**src/rtl/ahb_pkg.sv**
```systemverilog
// Shared AHB-Lite encodings for the slave response multiplexer and its default slave.
package ahb_pkg;

    typedef enum logic [1:0] {
        IDLE   = 2'b00,
        BUSY   = 2'b01,
        NONSEQ = 2'b10,
        SEQ    = 2'b11
    } htrans_t;

    localparam logic HRESP_OKAY  = 1'b0;
    localparam logic HRESP_ERROR = 1'b1;

    typedef enum logic [1:0] {
        D_IDLE,
        D_ERR1,
        D_ERR2
    } dflt_state_t;

endpackage

```
**src/rtl/ahb_default_slave.sv**
```systemverilog
// Default slave: answers unmapped/multi-hot active transfers with the two-cycle ERROR response.
module ahb_default_slave
    import ahb_pkg::*;
(
    input  logic h_clk,
    input  logic h_reset,
    input  logic start,
    input  logic accept,
    output logic ready,
    output logic resp
);

    dflt_state_t state;

    // Outputs are registered alongside the state so they follow it exactly.
    always_ff @(posedge h_clk) begin
        if (h_reset) begin
            state <= D_IDLE;
            ready <= 1'b1;
            resp  <= HRESP_OKAY;
        end else begin
            case (state)
                D_IDLE: begin
                    if (start && accept) begin
                        state <= D_ERR1;
                        ready <= 1'b0;
                        resp  <= HRESP_ERROR;
                    end
                end
                D_ERR1: begin
                    state <= D_ERR2;
                    ready <= 1'b1;
                    resp  <= HRESP_ERROR;
                end
                D_ERR2: begin
                    if (start && accept) begin
                        state <= D_ERR1;
                        ready <= 1'b0;
                        resp  <= HRESP_ERROR;
                    end else begin
                        state <= D_IDLE;
                        ready <= 1'b1;
                        resp  <= HRESP_OKAY;
                    end
                end
                default: begin
                    state <= D_IDLE;
                    ready <= 1'b1;
                    resp  <= HRESP_OKAY;
                end
            endcase
        end
    end

endmodule

```
**src/rtl/ahb_slave_mux_n.sv**
```systemverilog
// AHB-Lite slave-to-master response mux with data-phase select register,
// built-in default slave and saturating error counter.
module ahb_slave_mux_n
    import ahb_pkg::*;
#(
    parameter int DATA_WIDTH = 32,
    parameter int NUM_SLV    = 5,
    parameter int ERR_CNT_W  = 8
) (
    input  logic                                h_clk,
    input  logic                                h_reset,
    input  logic [NUM_SLV-1:0]                  h_sel_x,
    input  logic [1:0]                          h_trans,
    input  logic [NUM_SLV-1:0]                  h_ready_x,
    input  logic [NUM_SLV-1:0]                  h_resp_x,
    input  logic [NUM_SLV-1:0][DATA_WIDTH-1:0]  h_rdata_x,
    input  logic                                err_clr,
    output logic [DATA_WIDTH-1:0]               h_rdata,
    output logic                                h_ready,
    output logic                                h_resp,
    output logic [ERR_CNT_W-1:0]                err_count
);

    logic [NUM_SLV-1:0] dp_sel;
    logic               any_sel;
    logic               multi_sel;
    logic               one_hot;
    logic               active;
    logic               dflt;
    logic               ds_ready;
    logic               ds_resp;
    htrans_t            trans;

    assign trans  = htrans_t'(h_trans);
    assign active = (trans == NONSEQ) || (trans == SEQ);

    always_comb begin
        any_sel   = 1'b0;
        multi_sel = 1'b0;
        for (int i = 0; i < NUM_SLV; i++) begin
            if (h_sel_x[i]) begin
                if (any_sel)
                    multi_sel = 1'b1;
                any_sel = 1'b1;
            end
        end
    end

    assign one_hot = any_sel && !multi_sel;
    assign dflt    = active && !one_hot;

    // Only a clean one-hot select reaches the data phase; anything else leaves dp_sel empty.
    always_ff @(posedge h_clk) begin
        if (h_reset)
            dp_sel <= '0;
        else if (h_ready)
            dp_sel <= one_hot ? h_sel_x : '0;
    end

    ahb_default_slave u_dflt (
        .h_clk   (h_clk),
        .h_reset (h_reset),
        .start   (dflt),
        .accept  (h_ready),
        .ready   (ds_ready),
        .resp    (ds_resp)
    );

    always_comb begin
        h_ready = ds_ready;
        h_resp  = ds_resp;
        h_rdata = '0;
        for (int i = 0; i < NUM_SLV; i++) begin
            if (dp_sel[i]) begin
                h_ready = h_ready_x[i];
                h_resp  = h_resp_x[i];
                h_rdata = h_rdata_x[i];
            end
        end
        if (h_reset) begin
            h_ready = 1'b1;
            h_resp  = HRESP_OKAY;
            h_rdata = '0;
        end
    end

    always_ff @(posedge h_clk) begin
        if (h_reset || err_clr)
            err_count <= '0;
        else if (h_ready && (h_resp == HRESP_ERROR) && (err_count != '1))
            err_count <= err_count + 1'b1;
    end

endmodule

```
**config.mk**
```make
export PLATFORM = sky130hd
export DESIGN_NAME = ahb_slave_mux_n
export DESIGN_NICKNAME = d
export VERILOG_FILES = /design/src/rtl/ahb_pkg.sv /design/src/rtl/ahb_default_slave.sv /design/src/rtl/ahb_slave_mux_n.sv
export SDC_FILE = /design/constraint.sdc
export NUM_CORES = 1
export LEC_CHECK = 0
export CAP_MARGIN = 15
export CORE_ASPECT_RATIO = 0.9
export CORE_MARGIN = 2
export CORE_UTILIZATION = 28
export CTS_CLUSTER_SIZE = 25
export DETAILED_ROUTE_END_ITERATION = 8
export PLACE_DENSITY = 0.89
export SYNTH_ARGS = -nofsm -noshare
export SYNTH_HDL_FRONTEND = slang
export SYNTH_HIERARCHICAL = 1
export SYNTH_SLANG_ARGS = --single-unit
```
**constraint.sdc**
```tcl
create_clock -name h_clk -period 1.7 [get_ports h_clk]
set_input_delay 0.255 -clock h_clk [delete_from_list [all_inputs] [get_ports h_clk]]
set_output_delay 0.255 -clock h_clk [all_outputs]
set_load 0.02 [all_outputs]
```
==> results of run 1 <==
-- cell families (layout without fill, tap and decap cells) --
family	count (synthesis)	count (layout)
AO/OA/AOI/OAI	93	93
buffers and inverters	42	289
AND/OR/NAND/NOR	181	181
XOR/XNOR	1	1
adder cells (fa/ha/maj)	1	1
flip-flops	17	17
multiplexers	7	7
-- layout make-up --
type                    instances  share of cell area, %
well taps                      99                   2.21
flip-flops and latches         17                   6.26
repair buffers                278                   48.5
clock buffers                   4                  0.804
inverters                       7                  0.469
multi-input cells             283                   41.7
-- worst reg2reg max path, stage by stage (launching register included) --
cell	delay (ns)
dfxtp_4	0.36
buf_6	0.15
buf_8	0.15
a31o_2	0.22
o21a_4	0.23
buf_2	0.15
or4_4	0.51
a21oi_2	0.14
-- routing by layer --
layer,track usage [%],wire length [um],vias up
li1,-,-,1803
met1,27.1,4860,1794
met2,45.3,6540,146
met3,5.63,698,26
met4,9.59,344,0
met5,0,0,-
-- metrics by stage --
stage                     cells  area, sq um  utilization, %  total power [mW]
after floorplan             342         2470               -             0.758
after global placement      664         4980            62.6              1.37
after detailed placement    664         4980            62.6              1.39
after CTS                   681         5390            67.8              1.73
after global routing        688         5600            70.4              1.88
final                       688         5600            70.4              1.80
-- what timing repair did --
| item | in CTS | in global routing |
|---|---|---|
| endpoints found under the setup margin | 50 | 51 |
| hold endpoints to repair | 0 | 0 |
| gates cloned | 3 | 1 |
| gates resized for setup | 224 | 34 |
| pin swaps | 57 | 13 |
| setup buffers | 10 | 7 |
| hold buffers | 0 | 0 |
-- state kept, by name (all words and copies together) (netlist names) --
| signal | count |
|---|---|
| err_count | 8 |
| dp_sel | 5 |
| u_dflt/ready | 1 |
| u_dflt/state | 2 |
| u_dflt/resp | 1 |
-- where the power goes --
group	switching [mW]	total (mW)	leakage (nW)	internal (mW)
logic	0.431	1.07	1.96	0.639
registers	0.0106	0.420	0.141	0.409
clock network	0.140	0.306	0.0228	0.166
total	0.581	1.80	2.13	1.21
-- synthesized netlist by cell type (all sizes together) (3+ instances only) --
cell type / count / area [sq um]
a211oi: 32 / 240
a21oi: 10 / 50.1
a221oi: 33 / 289
clkbuf: 33 / 124
dfxtp: 17 / 340
inv: 7 / 26.3
mux2i: 6 / 60.1
nand2: 9 / 33.8
nand3: 4 / 20.0
nand4: 3 / 18.8
nor2: 42 / 158
nor2b: 34 / 213
nor3: 68 / 340
o21ai: 5 / 25.0
or2: 4 / 25.0
or3: 5 / 36.3
-- worst min path at each step --
| stage | endpoint | cells after the start |
|---|---|---|
| global placement | u_dflt/state[1] | 2 |
| floorplan | u_dflt/state[0] | 1 |
| finish | dp_sel[4] | 2 |
| detailed placement | u_dflt/state[1] | 2 |
| global route | dp_sel[4] | 2 |
| CTS | dp_sel[4] | 2 |
==> impl_results.md, run 1 <==
* Commonest register cell after synthesis: dfxtp_1
* Post-Synth Adder-Cell Area at 0.550%
* Clock-pin slew on the worst setup and hold paths at 0.06 ns
* Worst path cell trace: nor2b_4 > buf_4 > buf_4 > buf_6 > a221oi_4 > nor3_2 > a211oi_2 > nor3_2 > buf_4
* First-pass GRT wire length at 17.6 mm
* WP depth at 9
* Overflow left after global routing at 0
* Number of global-route vias before repair at 3797
* EDFF count, synth at 0
* Post-detail-place hpwl at 8.95 mm
* # setup viols final at 50
* Critical path's slowest cell: dfxtp_2
* Core area at 7950 sq um
* Critical path endpoint category: output port
* Rows at 31
* CP dominant cell by count: buf_4
* Syn-to-layout area delta at 146%
* Ys Warns at 6
* Critical path arrival at 1.77 ns
* DRC errors left at 0
* CP max FO at 5
* Crit path launch: dp_sel[0]
* LEAKAGE at 2.13 nW
* CTS tree: built
* Outcome: complete, but fails checks
* Initial Util at 28.6%
* Relative slew slack at 69.6%
* Clock tree buffer depth at 2
* Failing checks: negative setup slack
* Sequential Area at 350 sq um
* Register area share after synthesis at 15.0%
* Post-Synth Simple-Gate Area at 41.3%
* Port bufs at 220
* Syn avg cell area at 6.65 sq um
* Power Dens Cells at 321 nW/um^2
* CP required at 1.44 ns
* Largest net degree at the start of global routing at 40
* Initial DRC Count at 82
* Pins Over Slew Limit at 0
* Worst setup margin at -0.329 ns
* Die X at 99.0 um
* GRT Util Overall at 24.3%
* Proportion of layout cells with a drive suffix above 1 at 35.1%
* Setup_tns at -9.92 ns
* Period utilization at 119%
* Initial antenna violation count at 0
* Largest stage delay, worst path at 0.32 ns
* Commonest non-fill, non-tap cell in the layout: clkdlybuf4s50_1
* Vias post-DR at 3769
* Clk_lat worst skew at 0.25 ns
* Largest family of logic cells by synthesized area: simple AND/OR/NAND/NOR gates
* Crit Path Class: reg -> out
* Most frequent cells in the layout: clkdlybuf4s50_1, buf_4, nor2_1
* Worst reg2reg endpoint: err_count[3]
* RR Startpoint: dp_sel[1]
* Area of the multi-input gates at 2340 sq um
* Sink Count at 17
* Final wirelength at 12.4 mm
* R2R Setup Slk at -0.29 ns
* Mux cell area share after synthesis at 3.14%
* Diodes inserted at 0
* Max VDD drop at 216 uV
* Per-cell routed wire length at 18.1 um
* Worst slack, placed at -0.554 ns
* Last element of the critical path: h_rdata[31]
* Post-Syn Area at 2270 sq um
* I/O Pins at 222
* Startpoint Class: flop
* H-tree depth at 1
* Compound-Gate Fraction of Synth Area at 32.4%
* Filler cells at 602
* Vias per Instance at 5.48
* Synth Area in XOR/XNOR at 0.385%
* Hold Path Origin: h_reset
* Hold WS at 0.293 ns
* Die area at 8860 sq um
* Final #Nets at 771
* Cell family with most CP delay: buffers and inverters
* Drt pass-1 iters at 4
* Flops & latches, synth at 17
* Gpl congestion at 0.836
* F_max at 493 MHz
* Syn Inst Count at 342
* Worst Skew at 0.00520 ns
* Post-route minimum period at 2.03 ns
* Post-synth ARST share at 0%
* Die height at 89.5 um
* Inserted Clock Buffers at 3
* FF-to-FF path depth at 7
* Worst-margin pin slew at 0.454 ns
* Syn_nets at 523
* Post-DRT Antenna Nets at 0
* Max Cap Viol at 0
* Cell variety after synth at 42
* RSZ-0062 raised after global routing: true
* Worst Path Buf+Inv at 4
* Hold Crit Class: in -> reg
* Final Hold Vio Count at 0
* CTS root buf: clkbuf_8
Power figures use the tool's default switching activity.
==> inputs of run 2 (changes only) <==
--- a/config.mk
+++ b/config.mk
@@ -6,12 +6,12 @@
 export NUM_CORES = 1
 export LEC_CHECK = 0
 export CAP_MARGIN = 15
-export CORE_ASPECT_RATIO = 0.9
+export CORE_ASPECT_RATIO = 0.7
 export CORE_MARGIN = 2
-export CORE_UTILIZATION = 28
+export CORE_UTILIZATION = 31
 export CTS_CLUSTER_SIZE = 25
 export DETAILED_ROUTE_END_ITERATION = 8
-export PLACE_DENSITY = 0.89
+export PLACE_DENSITY = 0.93
 export SYNTH_ARGS = -nofsm -noshare
 export SYNTH_HDL_FRONTEND = slang
 export SYNTH_HIERARCHICAL = 1
==> constraint.sdc (replaced) <==
create_clock -name h_clk -period 2.2 [get_ports h_clk]
set_input_delay 0.33 -clock h_clk [delete_from_list [all_inputs] [get_ports h_clk]]
set_output_delay 0.33 -clock h_clk [all_outputs]
set_load 0.02 [all_outputs]
==> impl_results.md, run 2 (synthesized netlist as in run 1, its figures left out) <==
* Worst-margin pin slew at 0.321 ns (-0.133 ns)
* Port bufs at 220 (unchanged)
* Crit Path Class: reg -> out
* Worst slack, placed at -0.291 ns (+0.264 ns)
* Min-Delay Endpoint: u_dflt/state[1]
* GRT Util Overall at 25.5% (+1.2 points)
* Power Dens Cells at 260 nW/um^2 (-19%)
* Clk_lat worst skew at 0.25 ns (about the same)
* Diodes inserted at 0 (unchanged)
* Relative slew slack at 78.3% (+8.7 points)
* Biggest regs: err_count x8, dp_sel x5, u_dflt/state x2
* Initial antenna violation count at 0 (unchanged)
* Initial DRC Count at 219 (+170%)
* Die area at 8050 sq um (-9.2%)
* Proportion of layout cells with a drive suffix above 1 at 18.6% (-17 points)
* FF-to-FF path depth at 7 (unchanged)
* Critical path endpoint category: output port
* Clock tree buffer depth at 2 (unchanged)
* Post-route minimum period at 2.24 ns
* Per-cell routed wire length at 17.6 um (-2.6%)
* # setup viols final at 3 (-94%)
* Core area at 7190 sq um (-9.6%)
* Max VDD drop at 191 uV (-12%)
* Commonest non-fill, non-tap cell in the layout: clkdlybuf4s50_1
* CTS tree: built
* LEAKAGE at 1.81 nW (-15%)
* Most frequent cells in the layout: clkdlybuf4s50_1, nor3_1, nor2_1
* Largest net degree at the start of global routing at 48 (+20%)
* Hold WS at 0.482 ns (+0.190 ns)
* Die height at 75.7 um (-15%)
* Initial Util at 31.6% (+3.0 points)
* Failing checks: negative setup slack
* I/O Pins at 222 (unchanged)
* Hold Path Origin: u_dflt/state[0]
* Placed cell count at 653 (-1.7%)
* Sink Count at 17 (unchanged)
* Final #Nets at 741 (-3.9%)
* Overflow left after global routing at 0 (unchanged)
* Hold Crit Class: reg -> reg
* Hold buffer count at CTS at 0 (unchanged)
* Final wirelength at 11.6 mm (-7.0%)
* Inserted Clock Buffers at 3 (unchanged)
* Clock-pin slew on the worst setup and hold paths at 0.07 ns (about the same)
* Reg with most FFs: err_count
* Flip-flop count of the largest register after layout at 8 (unchanged)
* Post-detail-place hpwl at 8.87 mm (-0.86%)
* CP required at 1.87 ns (+0.43 ns)
* Syn-to-layout area delta at 113%
* Gpl congestion at 0.799 (-4.4%)
* Drt pass-1 iters at 5 (+1)
* Period utilization at 102%
* DRC errors left at 0 (unchanged)
* R2R Setup Slk at 0.12 ns (+0.41 ns)
* Outcome: complete, but fails checks
* First-pass GRT wire length at 16.3 mm (-7.1%)
* Number of global-route vias before repair at 3422 (-9.9%)
* Max Cap Viol at 0 (unchanged)
* Final Hold Vio Count at 0 (unchanged)
* Hold Crit Depth at 2 (unchanged)
* Startpoint Class: flop
* Worst Skew at 0.00142 ns (-0.00378 ns)
* H-tree depth at 1 (unchanged)
* CP max FO at 21 (+16)
* Post-DRT Antenna Nets at 0 (unchanged)
* Vias per Instance at 5.53 (+0.88%)
* Crit path launch: dp_sel[0]
* RR Startpoint: dp_sel[1]
* Worst reg2reg endpoint: err_count[3]
* Rows at 26 (-16%)
* Vias post-DR at 3631 (-3.7%)
* Non-filler cells, final at 657 (-4.5%)
* RSZ-0062 raised after global routing: true
* CTS root buf: clkbuf_8
* Pins Over Slew Limit at 0 (unchanged)
* Total chip power at 1.26 mW (-30%)
* Worst setup margin at -0.0411 ns (+0.288 ns)
* Die X at 106 um (+7.5%)
* Critical path arrival at 1.91 ns (+0.14 ns)
* F_max at 446 MHz
run 2: through the flow:
| step | util [%] | setup TNS [ns] | area, sq um |
|---|---|---|---|
| after floorplan | - | 0 | 2270 |
| after global placement | 66.2 | -3.57 | 4760 |
| after detailed placement | 66.2 | -4.25 | 4760 |
| after CTS | 67.1 | -0.147 | 4820 |
| after global routing | 67.5 | -0.859 | 4850 |
| final | 67.5 | -0.0551 | 4850 |
run 2: how the worst max path moves through the flow:
stage	cells after the start	end
floorplan	8	h_rdata[10]
global placement	7	h_rdata[3]
detailed placement	7	h_rdata[3]
CTS	8	h_rdata[4]
global route	8	h_rdata[9]
finish	7	h_rdata[13]
run 2: critical path, stage by stage, from the launching register on:
cell,delay [ns]
dfxtp_2,0.32
nor2b_4,0.13
buf_12,0.16
a221oi_2,0.33
nor3_2,0.08
a211oi_1,0.26
nor3_1,0.07
dlygate4sd1_1,0.31
run 2: report_power, final:
part           total, mW  switching (mW)  internal [mW]
logic              0.700           0.275          0.425
clock network      0.237           0.108          0.128
registers          0.326         0.00917          0.317
run 2: what timing repair did:
action / 4_1_cts / 5_1_grt
endpoints found under the hold margin: 0 / 0
gates cloned: 0 / 0
pin swaps: 10 / 9
setup endpoints to repair: 34 / 34
setup buffers: 0 / 0
resized for setup: 100 / 67
run 2: area by class of cell:
type / instances / area (sq um)
sequential: 17 / 348
tap: 98 / 123
multi-input combinational: 283 / 1940
clock buffer: 4 / 45.0
fill: 598 / 2340
timing repair buffer: 248 / 2370
inverter: 7 / 26.3
run 2: metal layers:
layer	track usage (%)	share of wire [%]	up-vias
li1	-	-	1739
met3	4.19	8.7	14
met2	47.1	50	202
met4	6.58	1.3	0
met5	0	0	-
met1	31.4	40	1676
==> inputs of run 3 (changes only) <==
--- a/config.mk
+++ b/config.mk
@@ -12,6 +12,7 @@
 export CTS_CLUSTER_SIZE = 25
 export DETAILED_ROUTE_END_ITERATION = 8
 export PLACE_DENSITY = 0.93
+export SKIP_CTS_REPAIR_TIMING = 1
 export SYNTH_ARGS = -nofsm -noshare
 export SYNTH_HDL_FRONTEND = slang
 export SYNTH_HIERARCHICAL = 1
==> impl_results.md, run 3 (synthesized netlist as in run 1, its figures left out) <==
* Inserted Clock Buffers at 3 (unchanged)
* CTS tree: built
* Die X at 106 um (unchanged)
* Worst-margin pin slew at 0.372 ns (+0.0510 ns)
* Flip-flop count of the largest register after layout at 8 (unchanged)
* Pins Over Slew Limit at 0 (unchanged)
* Post-detail-place hpwl at 8.87 mm (unchanged)
* FF-to-FF path depth at 7 (unchanged)
* Biggest regs: err_count x8, dp_sel x5, u_dflt/state x2
* Setup_tns at -0.398 ns (-0.343 ns)
* Filler cells at 551 (-7.9%)
* Clock tree buffer depth at 2 (unchanged)
* Largest net degree at the start of global routing at 48 (unchanged)
* Per-cell routed wire length at 18.6 um (+5.6%)
* I/O Pins at 222 (unchanged)
* Post-route minimum period at 2.29 ns (+0.0440 ns)
* Clk_lat worst skew at 0.25 ns (about the same)
* Final #Nets at 750 (+1.2%)
* Worst Skew at 0.00356 ns (+0.00214 ns)
* Proportion of layout cells with a drive suffix above 1 at 23.1% (+4.5 points)
* Commonest non-fill, non-tap cell in the layout: clkdlybuf4s50_1
* Period utilization at 104% (+2.0 points)
* Worst reg2reg endpoint: err_count[3]
* Initial antenna violation count at 0 (unchanged)
* Reg with most FFs: err_count
* # setup viols final at 7 (+4)
* Cell family with most CP delay: simple AND/OR/NAND/NOR gates
* Overflow left after global routing at 0 (unchanged)
* Drt pass-1 iters at 5 (unchanged)
* Worst Path Buf+Inv at 4 (+2)
* Vias post-DR at 3738 (+2.9%)
* Critical path's slowest cell: dfxtp_4
* Clock-pin slew on the worst setup and hold paths at 0.06 ns (about the same)
* DRC errors left at 0 (unchanged)
* Critical path arrival at 1.96 ns (+0.05 ns)
* Outcome: complete, but fails checks
* Initial DRC Count at 244 (+11%)
* Sink Count at 17 (unchanged)
* LEAKAGE at 2.05 nW (+14%)
* Syn-to-layout area delta at 129%
* Final Hold Vio Count at 0 (unchanged)
* Crit Path Class: reg -> out
* Power Dens Cells at 250 nW/um^2 (-3.9%)
* Area of the multi-input gates at 2150 sq um (+11%)
* Vias per Instance at 5.61 (+1.6%)
* Failing checks: negative setup slack
* CP max FO at 6 (-71%)
* R2R Setup Slk at 0.12 ns (about the same)
* Diodes inserted at 0 (unchanged)
* Non-filler cells, final at 666 (+1.4%)
* Hold WS at 0.482 ns (-0.000370 ns)
* H-tree depth at 1 (unchanged)
* Post-placement cell area at 4760 sq um (unchanged)
* Sequential Area at 350 sq um (+0.72%)
* F_max at 438 MHz (-1.9%)
* Post-DRT Antenna Nets at 0 (unchanged)
* Critical path endpoint category: output port
* Finished Core Util at 72.5% (+5.0 points)
* Worst setup margin at -0.0852 ns (-0.0440 ns)
* Final wirelength at 12.4 mm (+7.0%)
* Startpoint Class: flop
* First-pass GRT wire length at 16.0 mm (-1.8%)
* RR Startpoint: dp_sel[1]
* Die height at 75.7 um (unchanged)
* GRT Util Overall at 24.9% (-0.52 points)
* RSZ-0062 raised after global routing: true
* Number of global-route vias before repair at 3373 (-1.4%)
* Worst path cell trace: nor2b_4 > buf_12 > buf_6 > buf_8 > a221oi_2 > nor3_1 > a211oi_2 > nor3_2 > buf_4
* Rows at 26 (unchanged)
* Largest stage delay, worst path at 0.37 ns (+0.04 ns)
* Max Cap Viol at 0 (unchanged)
* Last element of the critical path: h_rdata[16]
* Most frequent cells in the layout: clkdlybuf4s50_1, nor3_1, nor2_1
* Gpl congestion at 0.799 (unchanged)
* WP depth at 9 (+2)
* CP required at 1.87 ns (about the same)
* Cell area after layout at 5210 sq um (+7.4%)
* Port bufs at 220 (unchanged)
* Max VDD drop at 191 uV (about the same)
* CTS root buf: clkbuf_8
* Initial Util at 31.6% (unchanged)
* Core area at 7190 sq um (unchanged)
* Crit path launch: dp_sel[1]
* Hold Crit Class: reg -> reg
* Relative slew slack at 75.0% (-3.3 points)
* Die area at 8050 sq um (unchanged)
* Placed cell count at 653 (unchanged)
[run 3: per-layer routing]
metal,vias to the layer above,part of all wire [%],track usage (%)
li1,1766,-,-
met1,1747,40,31.1
met2,199,50,45.3
met3,26,7.6,4.62
met4,0,1.8,6.43
met5,-,0,0
[run 3: cell type report]
cell class,count,share of cell area [%]
repair buffers,257,48.3
clock buffers,4,0.865
multi-input cells,283,41.2
flip-flops and latches,17,6.72
inverters,7,0.504
well taps,98,2.35
[run 3: worst min-delay path by stage]
stage	startpoint	endpoint	slack [ns]	cells after the start
floorplan	h_reset	u_dflt/state[0]	0.41	1
global placement	u_dflt/state[0]	u_dflt/state[1]	0.46	2
detailed placement	u_dflt/state[0]	u_dflt/state[1]	0.46	2
CTS	u_dflt/state[0]	u_dflt/state[1]	0.48	2
global route	u_dflt/state[0]	u_dflt/state[1]	0.51	2
finish	u_dflt/state[0]	u_dflt/state[1]	0.48	2
[run 3: power by group]
group	internal (mW)	total, mW	switching (mW)
clock network	0.128	0.235	0.107
registers	0.316	0.326	0.00940
logic	0.445	0.742	0.297
total	0.890	1.30	0.413
[run 3: per-stage QoR]
stage / power (mW) / worst slack [ns]
global route: 1.36 / -0.176
finish: 1.30 / -0.0852
detailed placement: 1.03 / -0.291
floorplan: 0.560 / 0.130
CTS: 1.27 / -0.523
global placement: 1.02 / -0.256
[run 3: worst min-delay path, cell delays in order, from the launching register on]
cell	delay, ns
dfxtp_1	0.34
inv_1	0.06
nor2_1	0.04
